$ cat config.mk
export PLATFORM = sky130hd
export DESIGN_NAME = irq_ctrl
export DESIGN_NICKNAME = d
export VERILOG_FILES = /design/src/rtl/irq_ctrl_pkg.sv /design/src/rtl/irq_ctrl.sv
export SDC_FILE = /design/constraint.sdc
export NUM_CORES = 1
export LEC_CHECK = 0
export CAP_MARGIN = 20
export CORE_MARGIN = 1.5
export CORE_UTILIZATION = 30
export CTS_BUF_LIST = sky130_fd_sc_hd__clkbuf_2 sky130_fd_sc_hd__clkbuf_4 sky130_fd_sc_hd__clkbuf_8
export CTS_CLUSTER_SIZE = 12
export DETAILED_ROUTE_END_ITERATION = 8
export DONT_BUFFER_PORTS = 1
export GPL_TIMING_DRIVEN = 0
export HOLD_SLACK_MARGIN = 0.06
export PLACE_DENSITY = 0.54
export SLEW_MARGIN = 5
export SYNTH_ARGS = -nofsm -noshare
export SYNTH_HDL_FRONTEND = slang
export SYNTH_SLANG_ARGS = --single-unit
$ cat constraint.sdc
create_clock -name clk_i -period 2.4 [get_ports clk_i]
set_clock_uncertainty 0.2 [all_clocks]
set_input_delay 0.48 -clock clk_i [delete_from_list [all_inputs] [get_ports clk_i]]
set_output_delay 0.48 -clock clk_i [all_outputs]
set_load 0.005 [all_outputs]
$ cat src/rtl/irq_ctrl_pkg.sv
// irq_ctrl_pkg -- shared types and constants for the interrupt controller.
//
// Contents:
//   state_t         controller FSM states (SCAN, PENDING, FINISH)
//   MCAUSE_INT_BIT  bit of mcause that flags an asynchronous interrupt
//   IDX_W           width of the round-robin line index (covers 32 lines)
package irq_ctrl_pkg;

    typedef enum logic [1:0] {
        SCAN    = 2'd0,
        PENDING = 2'd1,
        FINISH  = 2'd2
    } state_t;

    localparam int MCAUSE_INT_BIT = 31;
    localparam int IDX_W          = 5;

endpackage : irq_ctrl_pkg

$ cat src/rtl/irq_ctrl.sv
// irq_ctrl -- CPU-side end of the peripheral int_req/int_fin handshake.
//
// Scans the masked request lines round-robin, raises a single interrupt
// to the core with an mcause value, and when the handler returns (mret)
// emits a one-cycle one-hot completion pulse to the serviced peripheral.
//
// Parameters:
//   N_IRQ       number of implemented request lines (1..32)
//   CAUSE_BASE  cause code reported for line 0; line k reports CAUSE_BASE+k
//
// Ports:
//   clk_i      in   1   clock, rising edge
//   rst_i      in   1   synchronous active-low reset
//   mie_i      in  32   per-line interrupt enable
//   int_req_i  in  32   level requests from peripherals
//   int_fin_o  out 32   one-hot, one-cycle completion pulse
//   int_rst_i  in   1   handler-return strobe (mret executed)
//   irq_o      out  1   interrupt request level to the core
//   mcause_o   out 32   cause of the pending interrupt
module irq_ctrl
    import irq_ctrl_pkg::*;
#(
    parameter int N_IRQ      = 32,
    parameter int CAUSE_BASE = 16
) (
    input  logic        clk_i,
    input  logic        rst_i,
    input  logic [31:0] mie_i,
    input  logic [31:0] int_req_i,
    output logic [31:0] int_fin_o,
    input  logic        int_rst_i,
    output logic        irq_o,
    output logic [31:0] mcause_o
);

    localparam logic [IDX_W-1:0] LAST_IDX = IDX_W'(N_IRQ - 1);

    state_t           state_reg,  state_next;
    logic [IDX_W-1:0] idx_reg,    idx_next;
    logic             irq_reg,    irq_next;
    logic [31:0]      mcause_reg, mcause_next;
    logic [31:0]      fin_reg,    fin_next;

    logic [31:0]      line_valid;  // 1 for implemented lines
    logic [31:0]      line_sel;    // one-hot decode of idx_reg
    logic [IDX_W-1:0] idx_inc;
    logic             hit;
    logic [31:0]      cause_value;

    // Per-line decode. Lines at or above N_IRQ are tied off so they can
    // never hit and never receive a fin pulse.
    genvar gi;
    generate
        for (gi = 0; gi < 32; gi++) begin : g_line
            if (gi < N_IRQ) begin : g_impl
                assign line_valid[gi] = 1'b1;
                assign line_sel[gi]   = (idx_reg == IDX_W'(gi));
            end else begin : g_unimpl
                assign line_valid[gi] = 1'b0;
                assign line_sel[gi]   = 1'b0;
            end
        end
    endgenerate

    assign hit     = int_req_i[idx_reg] & mie_i[idx_reg] & line_valid[idx_reg];
    assign idx_inc = (idx_reg == LAST_IDX) ? '0 : idx_reg + IDX_W'(1);

    always_comb begin
        cause_value                 = 32'(CAUSE_BASE) + 32'(idx_reg);
        cause_value[MCAUSE_INT_BIT] = 1'b1;
    end

    always_comb begin
        state_next  = state_reg;
        idx_next    = idx_reg;
        irq_next    = irq_reg;
        mcause_next = mcause_reg;
        fin_next    = '0;

        unique case (state_reg)
            SCAN: begin
                if (hit) begin
                    // idx is held so FINISH can pulse the same line.
                    state_next  = PENDING;
                    irq_next    = 1'b1;
                    mcause_next = cause_value;
                end else begin
                    idx_next = idx_inc;
                end
            end
            PENDING: begin
                // Request/enable changes are deliberately not looked at:
                // once taken, an interrupt always runs to completion.
                irq_next = 1'b1;
                if (int_rst_i) begin
                    state_next = FINISH;
                    irq_next   = 1'b0;
                    fin_next   = line_sel;
                end
            end
            FINISH: begin
                // Resume after the serviced line so a held line can't starve others.
                state_next = SCAN;
                irq_next   = 1'b0;
                idx_next   = idx_inc;
            end
            default: begin
                state_next = SCAN;
                irq_next   = 1'b0;
            end
        endcase
    end

    always_ff @(posedge clk_i) begin
        if (!rst_i) begin
            state_reg  <= SCAN;
            idx_reg    <= '0;
            irq_reg    <= 1'b0;
            mcause_reg <= '0;
            fin_reg    <= '0;
        end else begin
            state_reg  <= state_next;
            idx_reg    <= idx_next;
            irq_reg    <= irq_next;
            mcause_reg <= mcause_next;
            fin_reg    <= fin_next;
        end
    end

    assign irq_o     = irq_reg;
    assign mcause_o  = mcause_reg;
    assign int_fin_o = fin_reg;

endmodule : irq_ctrl

==> results of run 1 <==
## power by group through the flow
stage	logic (mW)	clock network [mW]	registers, mW
after detailed placement	0.584	0	0.905
after floorplan	0.483	0	0.886
after CTS	0.621	0.619	0.892
after global routing	0.762	0.643	0.903
final	0.699	0.602	0.892
after global placement	0.580	0	0.904
## cell type report
cell class	instances	area share [%]
inverters	6	0.978
plain buffers	35	9.96
flip-flops and latches	47	35.2
clock buffers	6	3.07
multi-input cells	178	42.6
clock inverters	2	1.44
well taps	99	4.61
repair buffers	6	2.14
## Yosys cell counts, types with 2 or more instances
master                       n  share of area (%)
sky130_fd_sc_hd__o21a_1      2               0.66
sky130_fd_sc_hd__o211ai_1    4                1.3
sky130_fd_sc_hd__inv_1       6                1.0
sky130_fd_sc_hd__nor4_1      2               0.55
sky130_fd_sc_hd__ha_1        6                3.3
sky130_fd_sc_hd__o2111ai_1   6                2.3
sky130_fd_sc_hd__nor2_1     38                6.3
sky130_fd_sc_hd__o21ai_0     4               0.89
sky130_fd_sc_hd__nor3_1      2               0.44
sky130_fd_sc_hd__o22ai_1     2               0.55
sky130_fd_sc_hd__mux4_1      5                5.8
sky130_fd_sc_hd__clkbuf_1    5               0.83
sky130_fd_sc_hd__a21oi_1     2               0.44
sky130_fd_sc_hd__buf_2       3               0.66
sky130_fd_sc_hd__buf_4      26                8.6
sky130_fd_sc_hd__nor2b_1     2               0.55
sky130_fd_sc_hd__nand2_1    36                6.0
sky130_fd_sc_hd__nand2b_1    3               0.83
sky130_fd_sc_hd__mux2i_1    13                5.8
sky130_fd_sc_hd__nand3_1     9                2.0
sky130_fd_sc_hd__dfxtp_1    47                 42
sky130_fd_sc_hd__mux2_2      2                1.0
sky130_fd_sc_hd__and2_1      2               0.55
## cell families after synthesis
kind of cell / Yosys count / synth area share, %
compound gates: 27 / 9.81
simple gates: 99 / 18.9
other cells: 1 / 0.166
flops: 47 / 41.7
mux: 21 / 13.6
buf+inv: 42 / 12.5
fa+ha+maj: 6 / 3.32
## per-layer routing
| metal | part of all wire, % | up-vias |
|---|---|---|
| li1 | - | 849 |
| met1 | 42 | 814 |
| met2 | 48 | 91 |
| met3 | 9.8 | 2 |
| met4 | 0.17 | 0 |
| met5 | 0 | - |
## repair_timing
action	in CTS	in global routing
pin swaps	2	5
resized for setup	1	22
gates cloned	0	0
endpoints found under the hold margin	0	0
endpoints found under the setup margin	7	13
buffers inserted	2	4
## path summary, 6_finish.rpt
kind,start,endpoint,slack [ps],cells after the start
setup reg to reg,idx_reg[1],mcause_o[31],90,8
setup / recovery,idx_reg[1],mcause_o[31],90,8
hold / removal,int_rst_i,irq_o,190,2
hold reg to reg,mcause_o[5],mcause_o[5],290,2
## cells in the final DEF, fill, tap and decap left out, drive strengths merged
cell / count
a311oi: 1
mux2: 2
nand2: 36
o31a: 1
nor4: 2
or4: 1
mux2i: 13
bufinv: 1
nand3: 9
and3: 1
clkinvlp: 1
nor2b: 2
conb: 25
clkbuf: 9
and2: 3
nor3: 2
mux4: 6
a41oi: 1
o21a: 2
ha: 6
inv: 6
buf: 38
a31oi: 2
nand2b: 3
nor2: 38
and4: 1
o21ai: 4
a21oi: 2
a211oi: 1
o2111ai: 6
o22ai: 2
dfxtp: 47
o211ai: 4
nand3b: 1
a22oi: 1
## through the flow
step	utilization (%)	std cells	hold WS (ps)	total power [mW]	setup slack (ps)
after floorplan	-	267	251	1.37	223
after global placement	34.1	366	286	1.48	-74.9
after detailed placement	34.1	366	280	1.49	-109
after CTS	36.1	375	176	2.13	27.5
after global routing	37.1	379	188	2.31	-0.361
final	37.1	379	191	2.19	87.2
==> impl_metrics.toml, run 1 <==
[setup_path]
cp_data_required_time_ps = 2390
crit_path_max_incr_delay_ps = 540
timing.critical_path.to_type = "flip-flop"
critical_path.n_buffers_inverters = 2
crit_fanout = 7
worst_ep_arrival_time_ps = 2310
setup.worst_path.start_class = "flip-flop"
critical_path_class = "reg2reg"
worstPathCellList = "buf_8 > mux4_1 > mux2_2 > o2111ai_2 > and2_4 > a211oi_4 > buf_12 > o21a_1"
worst_path_dominant_cell_family = "multiplexers"
crit_slowest_cell = "sky130_fd_sc_hd__mux4_1"

[global_routing]
grtUsageTotal_pct = 12.9
grt_busiest_layer = "met2"
first_global_vias = 1639
grt.met3_usage_pct = 4.65
grtUsageMet2_pct = 21.9
grt_overflow = 0
grt_start_max_net_pins = 16
antenna_violations_before_repair = 0
grt_first_pass_wirelength_um = 8420
use_met1_pct = 15.8

[synthesis]
synthesis.area_mm2 = 0.00226
synth_async_sr_flop_share_pct = 0
syn-instance-count = 243
synth_top_flop_cell = "sky130_fd_sc_hd__dfxtp_1"
synth_seq_area_share_pct = 41.7
postSynthAreaPerCell_um2 = 9.29
ys_types = 39
edff_count_synth = 0
synth_seq_cells = 47
yosysWarningCount = 0

[power]
p_leak_nw = 1.07
total_switching_power_mw = 0.660
power_report.internal_total_mw = 1.53
max-vdd-ir-drop_mv = 0.276
seq_power_share_pct = 40.7
comb_power_share_pct = 31.9
power_switching_share_pct = 30.1
pwr_density_cell_mw_per_mm2 = 816
clkPwrFrac_pct = 27.5

[floorplanning]
core_area_mm2 = 0.00725
vertical_extent_of_the_die_um = 89.8
io_pins = 132
fp.dieArea_mm2 = 0.00806
initial_utilization_pct = 31.1
die_width_um = 89.8
floorplan.rows = 31

[cts]
cts-root-to-sink-buffers = 2
clk_transition_reported_paths_ps = 90
worstSkewPairLatency_ps = 290
ctsHoldBuffers = 0
clock-sinks = 47
numCtsBuffers = 5
cts_root_buf = "sky130_fd_sc_hd__clkbuf_8"
tritoncts = "done"
h-tree-depth = 2

[route]
via_count = 1756
route.final.wire_length_um = 5440
initialDrtViolationCount = 59
detail_route.wl_per_cell_um = 14.4
routed_via_count_divided_by_cell_count = 4.63
drt-pass1-iter-count = 4
route.antenna.remaining_nets = 0
post-route-drc-count = 0

[cells_and_area]
multi_input_area_mm2 = 0.00114
layout-area-overhead-vs-synth_pct = 19.0
num-fill-cells = 733
final_non_filler_cell_area_mm2 = 0.00269
seqCellArea_um2 = 946
diodes = 0
layout-drive-gt1-share_pct = 23.6
largest_register_ffs = 32
final_nets = 352

[timing]
report.final.slew_viol_count = 0
period_needed_ps = 2310
setup_total_negative_slack_ps = 0
number_of_hold_slack_violations_in_the_final_timing_report = 0
fmax_ghz = 0.432
setup_viol_count_final = 0
period_share_pct = 96.4

[worst_hold_path]
hold_path.class = "in2reg"

[place]
placement.io_buffers = 0
post_dp_cell_area_mm2 = 0.00247
gp_congestion = 0.773
hpwl_um = 4160

[run]
timing.max_cap.violations = 0

[run_status]
run_status = "finished clean"
No activity file was read; power rests on OpenSTA's default activity.
==> inputs of run 2 (changes only) <==
--- a/config.mk
+++ b/config.mk
@@ -5,6 +5,7 @@
 export SDC_FILE = /design/constraint.sdc
 export NUM_CORES = 1
 export LEC_CHECK = 0
+export ABC_AREA = 1
 export CAP_MARGIN = 20
 export CORE_MARGIN = 1.5
 export CORE_UTILIZATION = 30
@@ -15,6 +16,7 @@
 export GPL_TIMING_DRIVEN = 0
 export HOLD_SLACK_MARGIN = 0.06
 export PLACE_DENSITY = 0.54
+export SETUP_SLACK_MARGIN = 0.3
 export SLEW_MARGIN = 5
 export SYNTH_ARGS = -nofsm -noshare
 export SYNTH_HDL_FRONTEND = slang
==> run 2 against run 1 <==
Compared with the run above:
- combinational power rose to 2.6 times the previous value
- wire length up 27%
- core utilization down 0.83 points
- register-to-register slack better by 280 ps
- first-iteration DRC count rose to 3.0 times the previous value
- cell count up 50%
- area after synthesis up 20%
- sequential power up 7.3%
- critical path type unchanged
- via count up 41%
- clock power down 19%
- maximum frequency up 14%
==> impl_metrics.toml, run 2 <==
[synthesis]
synth_largest_area_cell = "sky130_fd_sc_hd__dfxtp_1"
synthesis.area_mm2 = 0.00272
postSynthAreaPerCell_um2 = 6.44
synth_top_flop_cell = "sky130_fd_sc_hd__dfxtp_1"
yosysWarningCount = 0
synth_seq_area_share_pct = 34.6
synth_seq_cells = 47
ys_types = 28
synth_async_sr_flop_share_pct = 0
syn-instance-count = 422
synth.area.top_cells = "sky130_fd_sc_hd__dfxtp_1 35%, sky130_fd_sc_hd__nand2_1 19%, sky130_fd_sc_hd__inv_1 8.8%"
synth.top_cell.area_share_pct = 34.6
edff_count_synth = 0
synth.most_common_cell = "sky130_fd_sc_hd__nand2_1"
synth_top_cells_by_count = "134 x sky130_fd_sc_hd__nand2_1, 64 x sky130_fd_sc_hd__inv_1, 48 x sky130_fd_sc_hd__nor2_1, 47 x sky130_fd_sc_hd__dfxtp_1, 36 x sky130_fd_sc_hd__nand3_1"

[cts]
numCtsBuffers = 5
clock-sinks = 47
ctsHoldBuffers = 0
cts-root-to-sink-buffers = 2
worstSkewPairLatency_ps = 300
clk_transition_reported_paths_ps = 90
tritoncts = "done"
cts_root_buf = "sky130_fd_sc_hd__clkbuf_8"
h-tree-depth = 2

[power]
fin_total_pwr_mw = 3.26
pwr_density_cell_mw_per_mm2 = 1030
max-vdd-ir-drop_mv = 0.267
p_leak_nw = 1.65

[global_routing]
grt_overflow = 0
grtUsageTotal_pct = 13.9
first_global_vias = 2255
grt_first_pass_wirelength_um = 10900
antenna_violations_before_repair = 0
grt_start_max_net_pins = 16

[timing]
period_share_pct = 84.7
hold_ws_ps = 197
rsz0062_at_grt = "yes"
setup_total_negative_slack_ps = 0
timing.final.ws_setup_ps = 367
number_of_hold_slack_violations_in_the_final_timing_report = 0
max-slew-margin-rel_pct = 65.4
fmax_ghz = 0.492
report.final.slew_viol_count = 0
setup_viol_count_final = 0
worst_slew_pin_slew_ps = 518
period_needed_ps = 2030

[cells_and_area]
final_nets = 532
diodes = 0
largest_register_ffs = 32
layout_common_cells = "134 x sky130_fd_sc_hd__nand2_1, 64 x sky130_fd_sc_hd__inv_1, 46 x sky130_fd_sc_hd__nor2_1, 43 x sky130_fd_sc_hd__dfxtp_1, 36 x sky130_fd_sc_hd__nand3_1"
layout-area-overhead-vs-synth_pct = 16.8
multi_input_area_mm2 = 0.00135
seqCellArea_um2 = 948
layout-drive-gt1-share_pct = 16.7
num-fill-cells = 1008
most_common_cell_after_layout_fill_and_taps_aside = "sky130_fd_sc_hd__nand2_1"
post-route-util_pct = 36.2

[route]
drt-pass1-iter-count = 4
routed_via_count_divided_by_cell_count = 4.35
route.final.wire_length_um = 6930
detail_route.wl_per_cell_um = 12.2
via_count = 2471
post-route-drc-count = 0
initialDrtViolationCount = 179
route.antenna.remaining_nets = 0

[setup_path]
reg2reg_to = "irq_o"
rr_startpoint = "idx_reg[0]"
cp_data_required_time_ps = 2390
worst-r2r-cell-count = 12
critical_path_class = "reg2reg"
crit_path_start = "idx_reg[0]"
worst_ep_arrival_time_ps = 2020
setup.worst_path.start_class = "flip-flop"
timing.critical_path.to_type = "flip-flop"
crit_fanout = 10
timing.reg2reg.setup_slack_ps = 370

[place]
placement.io_buffers = 0
hpwl_um = 5370
pre_cts_slack_ps = 236
gp_congestion = 0.785

[floorplanning]
vertical_extent_of_the_die_um = 98.2
fp.dieArea_mm2 = 0.00964
core_area_mm2 = 0.00876
io_pins = 132
initial_utilization_pct = 31.0
floorplan.rows = 34
die_width_um = 98.2

[worst_hold_path]
hold_path_depth = 2
min-delay-start = "int_rst_i"
hold_path.class = "in2reg"
hold_path_end = "int_fin_o[15]"

[run]
timing.max_cap.violations = 0

[run_status]
run_status = "finished clean"
## run 2: area by class of cell
cell class | count | area share, %
buffer | 38 | 10.7
tap | 108 | 4.26
clock buffer | 6 | 2.60
clock inverter | 2 | 0.512
inverter | 68 | 8.20
timing repair buffer | 6 | 1.34
sequential | 47 | 29.9
multi-input combinational | 293 | 42.5
## run 2: cell families (layout without fill, tap and decap cells)
| family | Yosys count | in the layout | synth area share [%] |
|---|---|---|---|
| AO/OA/AOI/OAI | 23 | 23 | 4.65 |
| adder cells (fa/ha/maj) | 6 | 6 | 2.76 |
| buffers and inverters | 106 | 120 | 20.3 |
| flip-flops | 47 | 47 | 34.6 |
| other | 1 | 25 | 0.138 |
| AND/OR/NAND/NOR | 239 | 239 | 37.5 |
## run 2: per-layer routing
metal,global-route usage [%],vias to the layer above,wire length (um)
met4,2.28,0,48
met3,3.51,7,495
met1,18.8,1071,3170
met5,0,-,0
met2,22.8,105,3210
li1,-,1288,-
## run 2: worst max path at each step
stage                       end  cells after the start
after floorplan           irq_o                     15
after global placement    irq_o                     11
after detailed placement  irq_o                     11
after CTS                 irq_o                     13
after global routing      irq_o                     13
final                     irq_o                     12
## run 2: repair_timing
action                     4_1_cts  5_1_grt
gates resized for setup          4       28
cloned                           0        1
pin swaps                        0        7
hold endpoints to repair         0        0
setup endpoints to repair       12       14
buffers inserted                 0        5
## run 2: power breakdown
part           internal, mW  switching, mW
clock network         0.235          0.254
registers             0.866         0.0911
logic                 0.711           1.10
## run 2: through the flow
step                std cells  area, um^2
floorplan                 446        2810
global placement          554        2940
detailed placement        554        2940
CTS                       562        3050
global route              568        3170
finish                    568        3170
## run 2: critical path: stages, from the launching register on
cell and delay [ps]:
sky130_fd_sc_hd__dfxtp_4 370, sky130_fd_sc_hd__buf_8 140, sky130_fd_sc_hd__buf_12 140, sky130_fd_sc_hd__o21ai_1 180
sky130_fd_sc_hd__o21ai_2 80, sky130_fd_sc_hd__nand2_1 70, sky130_fd_sc_hd__nand4_1 170, sky130_fd_sc_hd__nand3_4 170
sky130_fd_sc_hd__nand2_4 100, sky130_fd_sc_hd__nand2_4 110, sky130_fd_sc_hd__nand2_2 50, sky130_fd_sc_hd__nand2_1 70
sky130_fd_sc_hd__o21ai_1 60
==> inputs of run 3 (changes only) <==
==> constraint.sdc (replaced) <==
create_clock -name clk_i -period 2 [get_ports clk_i]
set_clock_uncertainty 0.2 [all_clocks]
set_input_delay 0.4 -clock clk_i [delete_from_list [all_inputs] [get_ports clk_i]]
set_output_delay 0.4 -clock clk_i [all_outputs]
set_load 0.005 [all_outputs]
==> run 3 against run 2 <==
Compared with the run above:
- die area unchanged
- worst hold slack got worse by 86 ps
- register-to-register slack lost 330 ps
- sequential share of layout area decreased by 2.3 points
- clock power increased by 48%
- critical path type unchanged
==> impl_metrics.toml, run 3 (synthesized netlist as in run 2, its figures left out) <==
[route]
routed_via_count_divided_by_cell_count = 4.32
detail_route.wl_per_cell_um = 12.5
initialDrtViolationCount = 151
post-route-drc-count = 0
drt-pass1-iter-count = 4
via_count = 2489
route.final.wire_length_um = 7200
route.antenna.remaining_nets = 0

[floorplanning]
die_width_um = 98.2
io_pins = 132
floorplan.rows = 34
vertical_extent_of_the_die_um = 98.2
initial_utilization_pct = 31.0
fp.dieArea_mm2 = 0.00964
core_area_mm2 = 0.00876

[place]
gp_congestion = 0.775
placement.io_buffers = 0
hpwl_um = 5380
pre_cts_slack_ps = -166

[global_routing]
grtUsageTotal_pct = 14.6
first_global_vias = 2322
grt_overflow = 0
grt_first_pass_wirelength_um = 11300
grt_start_max_net_pins = 16
antenna_violations_before_repair = 0

[power]
power_report.internal_total_mw = 2.61
p_leak_nw = 1.76
pwr_density_cell_mw_per_mm2 = 1310
clkPwrFrac_pct = 16.0
max-vdd-ir-drop_mv = 0.350
seq_power_share_pct = 25.6
power_switching_share_pct = 42.3
comb_power_share_pct = 58.4
total_switching_power_mw = 1.91

[timing]
number_of_hold_slack_violations_in_the_final_timing_report = 0
fmax_ghz = 0.509
timing.final.ws_setup_ps = 35.5
worst_slew_pin_slew_ps = 607
max-slew-margin-rel_pct = 59.5
setup_viol_count_final = 0
hold_ws_ps = 111
period_share_pct = 98.2
report.final.slew_viol_count = 0
rsz0062_at_grt = "yes"
period_needed_ps = 1960

[cells_and_area]
seqCellArea_um2 = 951
num-fill-cells = 960
final_nets = 540
layout-area-overhead-vs-synth_pct = 26.9
multi_input_area_mm2 = 0.00145
layout-drive-gt1-share_pct = 23.9
diodes = 0
layout_common_cells = "120 x sky130_fd_sc_hd__nand2_1, 64 x sky130_fd_sc_hd__inv_1, 44 x sky130_fd_sc_hd__nor2_1, 43 x sky130_fd_sc_hd__dfxtp_1, 35 x sky130_fd_sc_hd__buf_4"
largest_register_ffs = 32
most_common_cell_after_layout_fill_and_taps_aside = "sky130_fd_sc_hd__nand2_1"

[cts]
cts_root_buf = "sky130_fd_sc_hd__clkbuf_8"
clk_transition_reported_paths_ps = 80
numCtsBuffers = 5
clock-sinks = 47
h-tree-depth = 2
tritoncts = "done"
worstSkewPairLatency_ps = 290
cts-root-to-sink-buffers = 2
ctsHoldBuffers = 0

[setup_path]
worst_ep_arrival_time_ps = 1950
critical_path_class = "reg2reg"
crit_path_max_incr_delay_ps = 380
worst_path_dominant_cell_family = "simple AND/OR/NAND/NOR gates"
cell_seen_most_often_among_critical_path_stages = "sky130_fd_sc_hd__nand2_1"
crit_fanout = 7
setup.worst_path.start_class = "flip-flop"
worstPathCellList = "buf_12 > clkbuf_16 > nand2_1 > nand3_1 > nand2_1 > nand2_1 > nand4_1 > nand3_2 > nand2_4 > nand2_8 > nand2_1 > a21oi_1"
timing.critical_path.to_type = "flip-flop"
critical_path.n_buffers_inverters = 2
crit_slowest_cell = "sky130_fd_sc_hd__dfxtp_4"
cp_data_required_time_ps = 1980

[run]
timing.max_cap.violations = 0

[worst_hold_path]
hold_path.class = "in2reg"

[run_status]
run_status = "finished clean"
run 3: cell types whose count changed in the layout (fill, tap and decap cells not counted), sizes merged:
cell      previous run  this run
buf                 42        49
bufinv               0         1
clkbuf               8         9
clkinv               1         0
clkinvlp             1         0
inv                 68        69
run 3: power by group through the flow:
| stage | clock, mW | combinational, mW | sequential, mW |
|---|---|---|---|
| 3_3_place_gp | 0 | 1.99 | 1.15 |
| 4_1_cts | 0.742 | 2.31 | 1.15 |
| 5_1_grt | 0.780 | 2.94 | 1.18 |
| 2_1_floorplan | 0 | 1.59 | 1.13 |
| 3_5_place_dp | 0 | 2.01 | 1.16 |
| 6_report | 0.725 | 2.64 | 1.16 |
run 3: cell type report:
cell class | count | share of cell area (%)
repair buffers | 14 | 5.19
well taps | 108 | 3.92
plain buffers | 38 | 10.1
clock buffers | 6 | 2.39
inverters | 68 | 7.69
multi-input cells | 293 | 42.0
clock inverters | 2 | 1.12
flip-flops and latches | 47 | 27.6
run 3: metrics by stage:
stage	area [um^2]	cells	setup TNS, ps	total power, mW	utilization (%)
floorplan	2840	446	0	2.72	-
global placement	2970	554	-1660	3.14	33.9
detailed placement	2970	554	-1820	3.17	33.9
CTS	3260	571	0	4.21	37.2
global route	3450	576	-812	4.90	39.4
finish	3450	576	0	4.52	39.4
run 3: layer usage:
| metal | vias to the layer above | share of wire (%) | track usage (%) | wire length [um] |
|---|---|---|---|---|
| met4 | 0 | 0.38 | 2.71 | 27 |
| li1 | 1311 | - | - | - |
| met1 | 1071 | 46 | 18.9 | 3320 |
| met3 | 5 | 8.5 | 4.37 | 611 |
| met5 | - | 0 | 0 | 0 |
| met2 | 102 | 45 | 24.1 | 3240 |
run 3: final timing paths:
kind / from / end / slack [ps] / cells after the start
max reg2reg: idx_reg[0] / mcause_o[1] / 40 / 12
max: idx_reg[0] / mcause_o[1] / 40 / 12
min reg2reg: mcause_o[31] / mcause_o[31] / 280 / 2
min: int_rst_i / int_fin_o[15] / 110 / 2
run 3: timing repair:
action,CTS,global route
setup endpoints to repair,34,37
gates cloned,2,3
buffers inserted,7,2
gates resized for setup,25,34
pin swaps,11,14
run 3: worst reg2reg max path, cell delays in order (launching register included):
cell and delay, ps:
sky130_fd_sc_hd__dfxtp_4 380, sky130_fd_sc_hd__buf_12 150, sky130_fd_sc_hd__clkbuf_16 150, sky130_fd_sc_hd__nand2_1 60, sky130_fd_sc_hd__nand3_1 70, sky130_fd_sc_hd__nand2_1 80, sky130_fd_sc_hd__nand2_1 70, sky130_fd_sc_hd__nand4_1 110
sky130_fd_sc_hd__nand3_2 160, sky130_fd_sc_hd__nand2_4 170, sky130_fd_sc_hd__nand2_8 90, sky130_fd_sc_hd__nand2_1 90, sky130_fd_sc_hd__a21oi_1 60
